[config.mk]
export PLATFORM = sky130hd
export DESIGN_NAME = cosim_commit_sequencer
export DESIGN_NICKNAME = d
export VERILOG_FILES = /design/src/rtl/cosim_seq_pkg.sv /design/src/rtl/cosim_lane_compactor.sv /design/src/rtl/cosim_commit_sequencer.sv
export SDC_FILE = /design/constraint.sdc
export NUM_CORES = 2
export LEC_CHECK = 0
export BUFFER_PORTS_ARGS = -buffer_cell sky130_fd_sc_hd__buf_2
export CAP_MARGIN = 20
export CORE_ASPECT_RATIO = 0.6
export CORE_UTILIZATION = 50
export DETAILED_ROUTE_END_ITERATION = 12
export PLACE_DENSITY = 0.68
export SLEW_MARGIN = 15
export SYNTH_ARGS = -nofsm -noshare
export SYNTH_HDL_FRONTEND = slang
export SYNTH_HIERARCHICAL = 1
export SYNTH_SLANG_ARGS = --single-unit
[constraint.sdc]
create_clock -name clock -period 6.75 [get_ports clock]
set_clock_uncertainty 0.05 [all_clocks]
set_input_delay 0.3375 -clock clock [delete_from_list [all_inputs] [get_ports clock]]
set_output_delay 0.3375 -clock clock [all_outputs]
set_load 0.05 [all_outputs]
[src/rtl/cosim_seq_pkg.sv]
// -----------------------------------------------------------------------------
// cosim_seq_pkg
// Shared types and constants for the co-simulation commit sequencer.
//   REC_XLEN    : data/PC width carried by every buffered record
//   INST_LEN    : instruction width
//   cosim_rec_t : one buffered record (a commit or a trap)
//   ofs_width() : width of a slot offset able to count 0..COMMIT_WIDTH+1
// -----------------------------------------------------------------------------
package cosim_seq_pkg;

  localparam int REC_XLEN = 64;
  localparam int INST_LEN = 32;

  typedef struct packed {
    logic                is_trap;
    logic [REC_XLEN-1:0] pc;
    logic [INST_LEN-1:0] inst;
    logic [REC_XLEN-1:0] wdata;   // write data for commits, cause for traps
    logic [REC_XLEN-1:0] mstatus;
    logic                check;
  } cosim_rec_t;

  // A full bundle pushes up to commit_width lanes plus one trap record.
  function automatic int ofs_width(input int commit_width);
    return $clog2(commit_width + 2);
  endfunction

endpackage

[src/rtl/cosim_lane_compactor.sv]
// -----------------------------------------------------------------------------
// cosim_lane_compactor
// Combinational prefix-sum over the per-lane valid bits. Each valid lane gets
// the slot offset (relative to the FIFO write pointer) it lands in when the
// invalid lanes are squeezed out; the trap record goes right after the last
// valid lane.
//   in_valid  in   per-lane commit valid
//   in_trap   in   trap raised this cycle
//   lane_ofs  out  slot offset of each lane (meaningful only if that lane is valid)
//   trap_ofs  out  slot offset of the trap record
//   push_n    out  total records pushed: popcount(in_valid) + in_trap
// -----------------------------------------------------------------------------
module cosim_lane_compactor #(
  parameter int COMMIT_WIDTH = 2,
  parameter int OFS_W        = 2
) (
  input  logic [COMMIT_WIDTH-1:0]            in_valid,
  input  logic                               in_trap,
  output logic [COMMIT_WIDTH-1:0][OFS_W-1:0] lane_ofs,
  output logic [OFS_W-1:0]                   trap_ofs,
  output logic [OFS_W-1:0]                   push_n
);

  logic [OFS_W-1:0] run_sum;

  // NOTE: blocking assignments are required here; run_sum is a running
  // total that each loop iteration must see updated, and the defaults at the
  // top keep every output driven on every path so no latch is inferred.
  always_comb begin
    run_sum  = '0;
    lane_ofs = '0;
    for (int i = 0; i < COMMIT_WIDTH; i++) begin
      lane_ofs[i] = run_sum;
      run_sum     = run_sum + OFS_W'(in_valid[i]);
    end
    trap_ofs = run_sum;
    push_n   = run_sum + OFS_W'(in_trap);
  end

endmodule

[src/rtl/cosim_commit_sequencer.sv]
// -----------------------------------------------------------------------------
// cosim_commit_sequencer
// Buffers multi-lane retire bundles (plus an optional trap) in a circular FIFO
// and drains them one record per cycle into the single-lane cosim checker.
// Order within a bundle: valid lanes in ascending index, then the trap.
//   clock, reset        clock and synchronous active-low reset
//   in_valid/in_pc/in_inst/in_wdata/in_mstatus/in_check
//                       per-lane retire fields (lane i at [i*XLEN +: XLEN])
//   in_trap, in_cause   trap raised this cycle and its cause
//   in_ready            bundle accepted this cycle (registered-count based)
//   out_valid/out_ready head record handshake
//   out_is_trap/out_pc/out_inst/out_wdata/out_mstatus/out_check
//                       head record fields
//   retired_count       commit records popped (wraps)
//   trap_count          trap records popped (wraps)
// -----------------------------------------------------------------------------
module cosim_commit_sequencer
  import cosim_seq_pkg::*;
#(
  parameter int COMMIT_WIDTH = 2,
  parameter int XLEN         = REC_XLEN,
  parameter int DEPTH        = 8
) (
  input  logic                         clock,
  input  logic                         reset,
  input  logic [COMMIT_WIDTH-1:0]      in_valid,
  input  logic [XLEN*COMMIT_WIDTH-1:0] in_pc,
  input  logic [XLEN*COMMIT_WIDTH-1:0] in_wdata,
  input  logic [XLEN*COMMIT_WIDTH-1:0] in_mstatus,
  input  logic [32*COMMIT_WIDTH-1:0]   in_inst,
  input  logic [COMMIT_WIDTH-1:0]      in_check,
  input  logic                         in_trap,
  input  logic [XLEN-1:0]              in_cause,
  output logic                         in_ready,
  output logic                         out_valid,
  input  logic                         out_ready,
  output logic                         out_is_trap,
  output logic [XLEN-1:0]              out_pc,
  output logic [XLEN-1:0]              out_wdata,
  output logic [XLEN-1:0]              out_mstatus,
  output logic [31:0]                  out_inst,
  output logic                         out_check,
  output logic [63:0]                  retired_count,
  output logic [31:0]                  trap_count
);

  localparam int PTR_W     = $clog2(DEPTH);
  localparam int CNT_W     = PTR_W + 1;
  localparam int OFS_W     = ofs_width(COMMIT_WIDTH);
  // Highest occupancy that still leaves room for a full bundle plus a trap.
  localparam int READY_MAX = DEPTH - COMMIT_WIDTH - 1;

  if (XLEN != REC_XLEN) begin : g_bad_xlen
    $error("XLEN must match cosim_seq_pkg::REC_XLEN");
  end
  if ((DEPTH != (1 << PTR_W)) || (DEPTH < COMMIT_WIDTH + 1)) begin : g_bad_depth
    $error("DEPTH must be a power of two and at least COMMIT_WIDTH+1");
  end

  logic [PTR_W-1:0] rd_ptr_q, rd_ptr_d;
  logic [PTR_W-1:0] wr_ptr_q, wr_ptr_d;
  logic [CNT_W-1:0] count_q, count_d;
  logic [63:0]      retired_q, retired_d;
  logic [31:0]      traps_q, traps_d;
  // Cleared by reset so the output fields read zero until the first push,
  // regardless of what the unreset storage happens to hold.
  logic             head_live_q, head_live_d;

  cosim_rec_t mem_q [DEPTH];
  cosim_rec_t head_rec;
  cosim_rec_t out_rec;
  cosim_rec_t lane_rec [COMMIT_WIDTH];
  cosim_rec_t trap_rec;

  logic [COMMIT_WIDTH-1:0][OFS_W-1:0] lane_ofs;
  logic [OFS_W-1:0]                   trap_ofs;
  logic [OFS_W-1:0]                   push_n;
  logic [PTR_W-1:0]                   lane_slot [COMMIT_WIDTH];
  logic [PTR_W-1:0]                   trap_slot;

  logic accept;
  logic pop;

  cosim_lane_compactor #(
    .COMMIT_WIDTH (COMMIT_WIDTH),
    .OFS_W        (OFS_W)
  ) u_compactor (
    .in_valid (in_valid),
    .in_trap  (in_trap),
    .lane_ofs (lane_ofs),
    .trap_ofs (trap_ofs),
    .push_n   (push_n)
  );

  // Depends on registered occupancy only, so a pop this cycle cannot
  // combinationally reopen the input.
  assign in_ready  = (count_q <= CNT_W'(READY_MAX));
  assign out_valid = (count_q != '0);
  assign accept    = in_ready & ((|in_valid) | in_trap);
  assign pop       = out_valid & out_ready;

  // Record images and destination slots for the incoming bundle.
  always_comb begin
    for (int i = 0; i < COMMIT_WIDTH; i++) begin
      lane_rec[i].is_trap = 1'b0;
      lane_rec[i].pc      = in_pc[i*XLEN +: XLEN];
      lane_rec[i].inst    = in_inst[i*INST_LEN +: INST_LEN];
      lane_rec[i].wdata   = in_wdata[i*XLEN +: XLEN];
      lane_rec[i].mstatus = in_mstatus[i*XLEN +: XLEN];
      lane_rec[i].check   = in_check[i];
      lane_slot[i]        = wr_ptr_q + PTR_W'(lane_ofs[i]);
    end
    trap_rec         = '0;
    trap_rec.is_trap = 1'b1;
    trap_rec.wdata   = in_cause;
    trap_slot        = wr_ptr_q + PTR_W'(trap_ofs);
  end

  // NOTE: the record storage has no reset. Only pointers and count define
  // which entries are live, so clearing the array would cost a wide reset
  // tree for contents that are never observed before being rewritten.
  always_ff @(posedge clock) begin
    if (accept) begin
      for (int i = 0; i < COMMIT_WIDTH; i++) begin
        if (in_valid[i]) begin
          mem_q[lane_slot[i]] <= lane_rec[i];
        end
      end
      if (in_trap) begin
        mem_q[trap_slot] <= trap_rec;
      end
    end
  end

  assign head_rec = mem_q[rd_ptr_q];

  // Pointers, occupancy and retirement counters.
  always_comb begin
    rd_ptr_d    = rd_ptr_q;
    wr_ptr_d    = wr_ptr_q;
    count_d     = count_q;
    retired_d   = retired_q;
    traps_d     = traps_q;
    head_live_d = head_live_q | accept;
    if (accept) begin
      wr_ptr_d = wr_ptr_q + PTR_W'(push_n);
      count_d  = count_d + CNT_W'(push_n);
    end
    if (pop) begin
      rd_ptr_d = rd_ptr_q + PTR_W'(1);
      count_d  = count_d - CNT_W'(1);
      if (head_rec.is_trap) begin
        traps_d = traps_q + 32'd1;
      end else begin
        retired_d = retired_q + 64'd1;
      end
    end
  end

  always_ff @(posedge clock) begin
    if (!reset) begin
      rd_ptr_q    <= '0;
      wr_ptr_q    <= '0;
      count_q     <= '0;
      retired_q   <= '0;
      traps_q     <= '0;
      head_live_q <= 1'b0;
    end else begin
      rd_ptr_q    <= rd_ptr_d;
      wr_ptr_q    <= wr_ptr_d;
      count_q     <= count_d;
      retired_q   <= retired_d;
      traps_q     <= traps_d;
      head_live_q <= head_live_d;
    end
  end

  // Head fields come straight from storage; when empty they show the stale
  // head, except right after reset where nothing has been written yet.
  always_comb begin
    out_rec = '0;
    if (head_live_q) begin
      out_rec = head_rec;
    end
  end

  assign out_is_trap   = out_rec.is_trap;
  assign out_pc        = out_rec.pc;
  assign out_inst      = out_rec.inst;
  assign out_wdata     = out_rec.wdata;
  assign out_mstatus   = out_rec.mstatus;
  assign out_check     = out_rec.check;
  assign retired_count = retired_q;
  assign trap_count    = traps_q;

endmodule

## After elaboration in Yosys (flattened, before gate mapping)

Memories as Yosys holds them, arrays and structs flattened. A register that Yosys moved wholly into a read port is not among the register bits.
Index checks and enable logic that the tools add are counted.

| operators by class | value |
|---|---|
| add/sub/neg operators | 10 |
| bitwise logic cells | 5 |
| $lt $le $gt $ge | 1 |
| mux-type cells | 14 |
| reductions and logical operators | 4 |

Operators by type and width:

| kind | count |
|---|---|
| $mux 226 | 1 |
| $add 64x1->64 const B | 1 |
| $add 32x1->32 const B | 1 |
| $mux 1 | 9 |
| $mux 4 | 2 |
| $add 3x2->3 | 2 |
| $mux 3 | 2 |
| $add 4x2->4 | 1 |
| $le 4x3->1 const B | 1 |
| $reduce_and 2->1 | 2 |
| $reduce_bool 4->1 | 1 |
| $sub 4x1->4 const B | 1 |
| $add 3x1->3 | 1 |
| $add 3x1->3 const B | 1 |
| $add 1x1->2 | 1 |
| $add 2x1->2 | 1 |
| $and 1x1->1 | 2 |
| $or 1x1->1 | 2 |
| $reduce_or 2->1 | 1 |
| $not 1->1 | 1 |

| storage, ports and cells | value |
|---|---|
| flip-flop bits (word level) | 107 |
| input bits | 520 |
| memory bits (writable) | 1808 |
| logic and storage cells | 41 |
| memories kept | 1 |
| output and inout bits | 324 |

Memory list:

| name | depth | width | read ports | clocked after memory_dff | write ports | line | RTL |
|---|---|---|---|---|---|---|---|
| mem_q | 8 | 226 | 1 | 1 | 3 | cosim_commit_sequencer.sv:69 | `cosim_rec_t mem_q [DEPTH];` |

## Longest topological paths before layout

| logic depth | value |
|---|---|
| depth after elaboration | 6 |
| gate-level depth with buffers | 12 |

## Cells and area by module

Netlist, hierarchy kept.

Modules (own cells, without submodules):

| module | cells an instance | area an instance (µm²) | times used | seq. area each (µm²) |
|---|---|---|---|---|
| cosim_commit_sequencer | 10323 | 103468.0 | 1 | 43521.7 |
| cosim_lane_compactor | 7 | 66.3 | 1 | 0.0 |

## Worst setup path before layout

No wires, ideal clock.

| path | value |
|---|---|
| kind | input to register |
| start point | in in_valid[0] |
| end point | mem mem_q[7][100] in the netlist's numbering (enable) |
| path slack | 2.744 ns |
| arrival time | 3.533 ns |
| setup time | 0.423 ns |
| cell stages on the path | 10 |
| required time | 6.277 ns |
| cell sequence | ha_1 ha_1 inv_1 fa_1 xnor2_1 nand2_1 or2_1 clkbuf_1 clkbuf_1 nand2_1 |

RTL lines:

| item | line | RTL |
|---|---|---|
| from (decl) | cosim_commit_sequencer.sv:26 | `input logic [COMMIT_WIDTH-1:0] in_valid,` |
| to (decl) | cosim_commit_sequencer.sv:69 |  |

==> flow_summary_export.csv <==
group,metric,value,unit
outcome,status,"completed",
synthesis,yosysSeqAreaShare,42.0,%
floorplan,ios,844,
run,cap_violations,0,
min_path,hold_path_depth,5,
synthesis,synth_top_area_cell,"dfxtp_1",
clock_tree,htree_levels,4,
power,leakagePower,48.2,nW
drt,antenna_left,0,
cells_and_area,syn2layout_area_growth,17.6,%
clock_tree,clock_latency,0.86,ns
global_routing,antenna_found_initial,87,
synthesis,syn_area,0.104,mm²
synthesis,yosysWarningCount,6,
setup_path,critPathMaxFanout,98,
setup_path,crit_chain,"buf_12, buf_4, mux4_2, mux2i_1, nor2b_1, buf_2",
drt,wl,373000,µm
drt,first_pass_iters,6,
drt,wire_per_inst,27.1,µm
cells_and_area,nets,11400,
power,finalPower,62.1,mW
floorplan,die_x,589,µm
sta,setup_tns,0,ns
sta,fmax,208,MHz
placed_design,globalplace.congestion,0.879,
cells_and_area,layout_commonest_cell,"mux2i_1",
floorplan,num_rows,128,
sta,timing.final.crit_share,71.2,%
setup_path,arrival,4.42,ns
cells_and_area,stdcell_area,0.122,mm²
synthesis,yosysTopAreaCellShare,27.2,%
cells_and_area,multi_input_area,0.0546,mm²
clock_tree,hold_buffers,805,
global_routing,grt_pass1_vias,88900,
setup_path,required,6.36,ns
floorplan,core-area,0.204,mm²
synthesis,synth.avg_cell_area,10.0,µm²
cells_and_area,regArea,0.0435,mm²
drt,vias,88900,
min_path,hp-start,"in_valid[1]",
clock_tree,tritoncts,"built",
power,ir_drop,898,µV
floorplan,die-area,0.209,mm²
synthesis,async_reset_ff_share,0,%
sta,slew_viol_final,0,
sta,hold_viol_final,0,
setup_path,cpPeakStageDelay,0.87,ns
clock_tree,clock-sinks,1918,
setup_path,reg2reg_depth,9,
synthesis,synth_flop_cell,"dfxtp_1",
floorplan,die_h,354,µm
cells_and_area,layout-drive-gt1-share,15.9,%
clock_tree,numCtsBuffers,192,
synthesis,synth_edf_count,512,
power,power_density,510,mW/mm²
sta,period_minus_slack,4.81,ns
min_path,hold_class,"input port to flip-flop",
placed_design,place_hpwl,199000,µm
drt,post-route-drc-count,0,
clock_tree,clock-root-buffer,"clkbuf_16",
cells_and_area,final_cell_mix,"mux2i_1, nor2_1, dfxtp_1",
drt,viasPerCell,6.45,
drt,drt_iter0_drc,10700,
sta,setup_viol,0,
placed_design,placed_area,0.107,mm²
global_routing,overflow,0,
global_routing,grt_pass1_wl,559000,µm
sta,worst_slew_pin_slew,1.39,ns
synthesis,synthTopCellsByArea,"dfxtp_1, mux2i_1, edfxtp_1",
floorplan,start_util,50.7,%
setup_path,r2r_start,"wr_ptr_q[0]$_SDFFE_PN0N_",
setup_path,critPathSlowestCell,"dfxtp_4",
setup_path,cp-start-kind,"flip-flop",
synthesis,syn_inst,10300,
clock_tree,path_clk_slew,0.07,ns
setup_path,worstSetupPathType,"flip-flop to primary output",
sta,max-slew-margin-rel,7.22,%
placed_design,io_buffers,843,
clock_tree,cts-resized-gates,0,
global_routing,grt_max_degree,189,
global_routing,grt_use_total,34.6,%
synthesis,ys_seq_elements,1918,
clock_tree,cts_setup_buffers,0,
sta,rsz0062_at_grt,"false",
synthesis,synth_cell_types,55,
setup_path,endpoint_kind,"primary output",
cells_and_area,nFillCells,16600,
clock_tree,clockBufferDepth,4,
metal layers:
layer | share of wire (%) | track usage [%] | vias to the layer above | wire [µm]
met5 | 0.095 | 0 | - | 356
met4 | 4.3 | 16.0 | 56 | 16100
met3 | 10 | 7.41 | 1124 | 38400
met2 | 45 | 53.5 | 5348 | 168000
met1 | 40 | 46.5 | 43600 | 150000
li1 | - | - | 38700 | -
synth_stat cells, drive strengths merged, types with 2 or more instances:
master	n
nor2	1421
nor4	27
fa	6
or4	32
a31oi	66
and2	7
inv	34
buf	387
clkbuf	1054
and3	7
mux2i	1974
o22ai	11
nor2b	225
dfxtp	1406
nand2	634
o21ai	463
xor2	11
edfxtp	512
and4	9
a21o	8
nand2b	12
mux2	4
a211oi	1289
ha	11
nor3	21
or2	15
xnor2	37
mux4	452
o21bai	4
o41ai	2
nand4	30
nand3b	5
or3	16
a21oi	53
o31ai	28
o21a	2
nand3	45
stage by stage:
stage	utilization (%)	setup WS (ns)	std cells	hold slack [ns]
CTS	59.5	2.01	13700	0.00825
global placement	52.5	2.19	12600	0.403
detailed placement	52.5	2.16	12600	0.417
global route	59.6	1.79	13800	0.138
floorplan	-	2.74	10300	0.388
finish	59.6	1.94	13800	0.0847
critical path, delay by kind of cell, from the launching register on:
family | cells | cell delay [ns]
muxes | 2 | 0.44
buffers and inverters | 3 | 1.67
DFF | 1 | 0.87
and+or+nand+nor | 1 | 0.29
registers in the layout, summed over array words and instances (netlist names), named ones only:
name and flops:
wr_ptr_q 3, rd_ptr_q 3, mem_q 1808, count_q 4
head_live_q 1, trap_count 32, retired_count 64
cell families (layout without fill, tap and decap cells):
group,Yosys count,count (layout),synth area share (%)
AO/OA/AOI/OAI,1931,1931,12.7
XOR/XNOR,48,48,0.406
adder cells (fa/ha/maj),17,17,0.249
flip-flops,1918,1918,42.0
multiplexers,2430,2430,29.0
AND/OR/NAND/NOR,2509,2509,10.2
buffers and inverters,1476,2126,5.47
other,1,65,0.00362
final timing paths:
path	slack [ns]	to
worst max-delay path	1.94	out_wdata[46]
worst min-delay path	0.08	wr_ptr_q[2]$_SDFFE_PN0N_
worst max register to register	2.02	mem_q[6][121]$_DFFE_PP_
worst min register to register	0.43	trap_count[31]$_SDFFE_PN0P_
layout make-up:
class                      instances  area share (%)
multi-input combinational       6938            44.8
sequential                      1918            35.8
antenna                           62           0.127
inverter                          35           0.108
timing repair buffer            1761            11.3
tap                             2730            2.81
clock buffer                     276            4.66
clock inverter                    54           0.379
where the power goes:
group	total, mW	internal [mW]	switching, mW	leakage [nW]
clock network	10.9	6.07	4.84	3.05
registers	20.9	18.4	2.58	16.6
logic	30.2	11.9	18.3	28.6
total	62.1	36.3	25.7	48.2
Note: power is estimated with default switching activity, not from simulation.
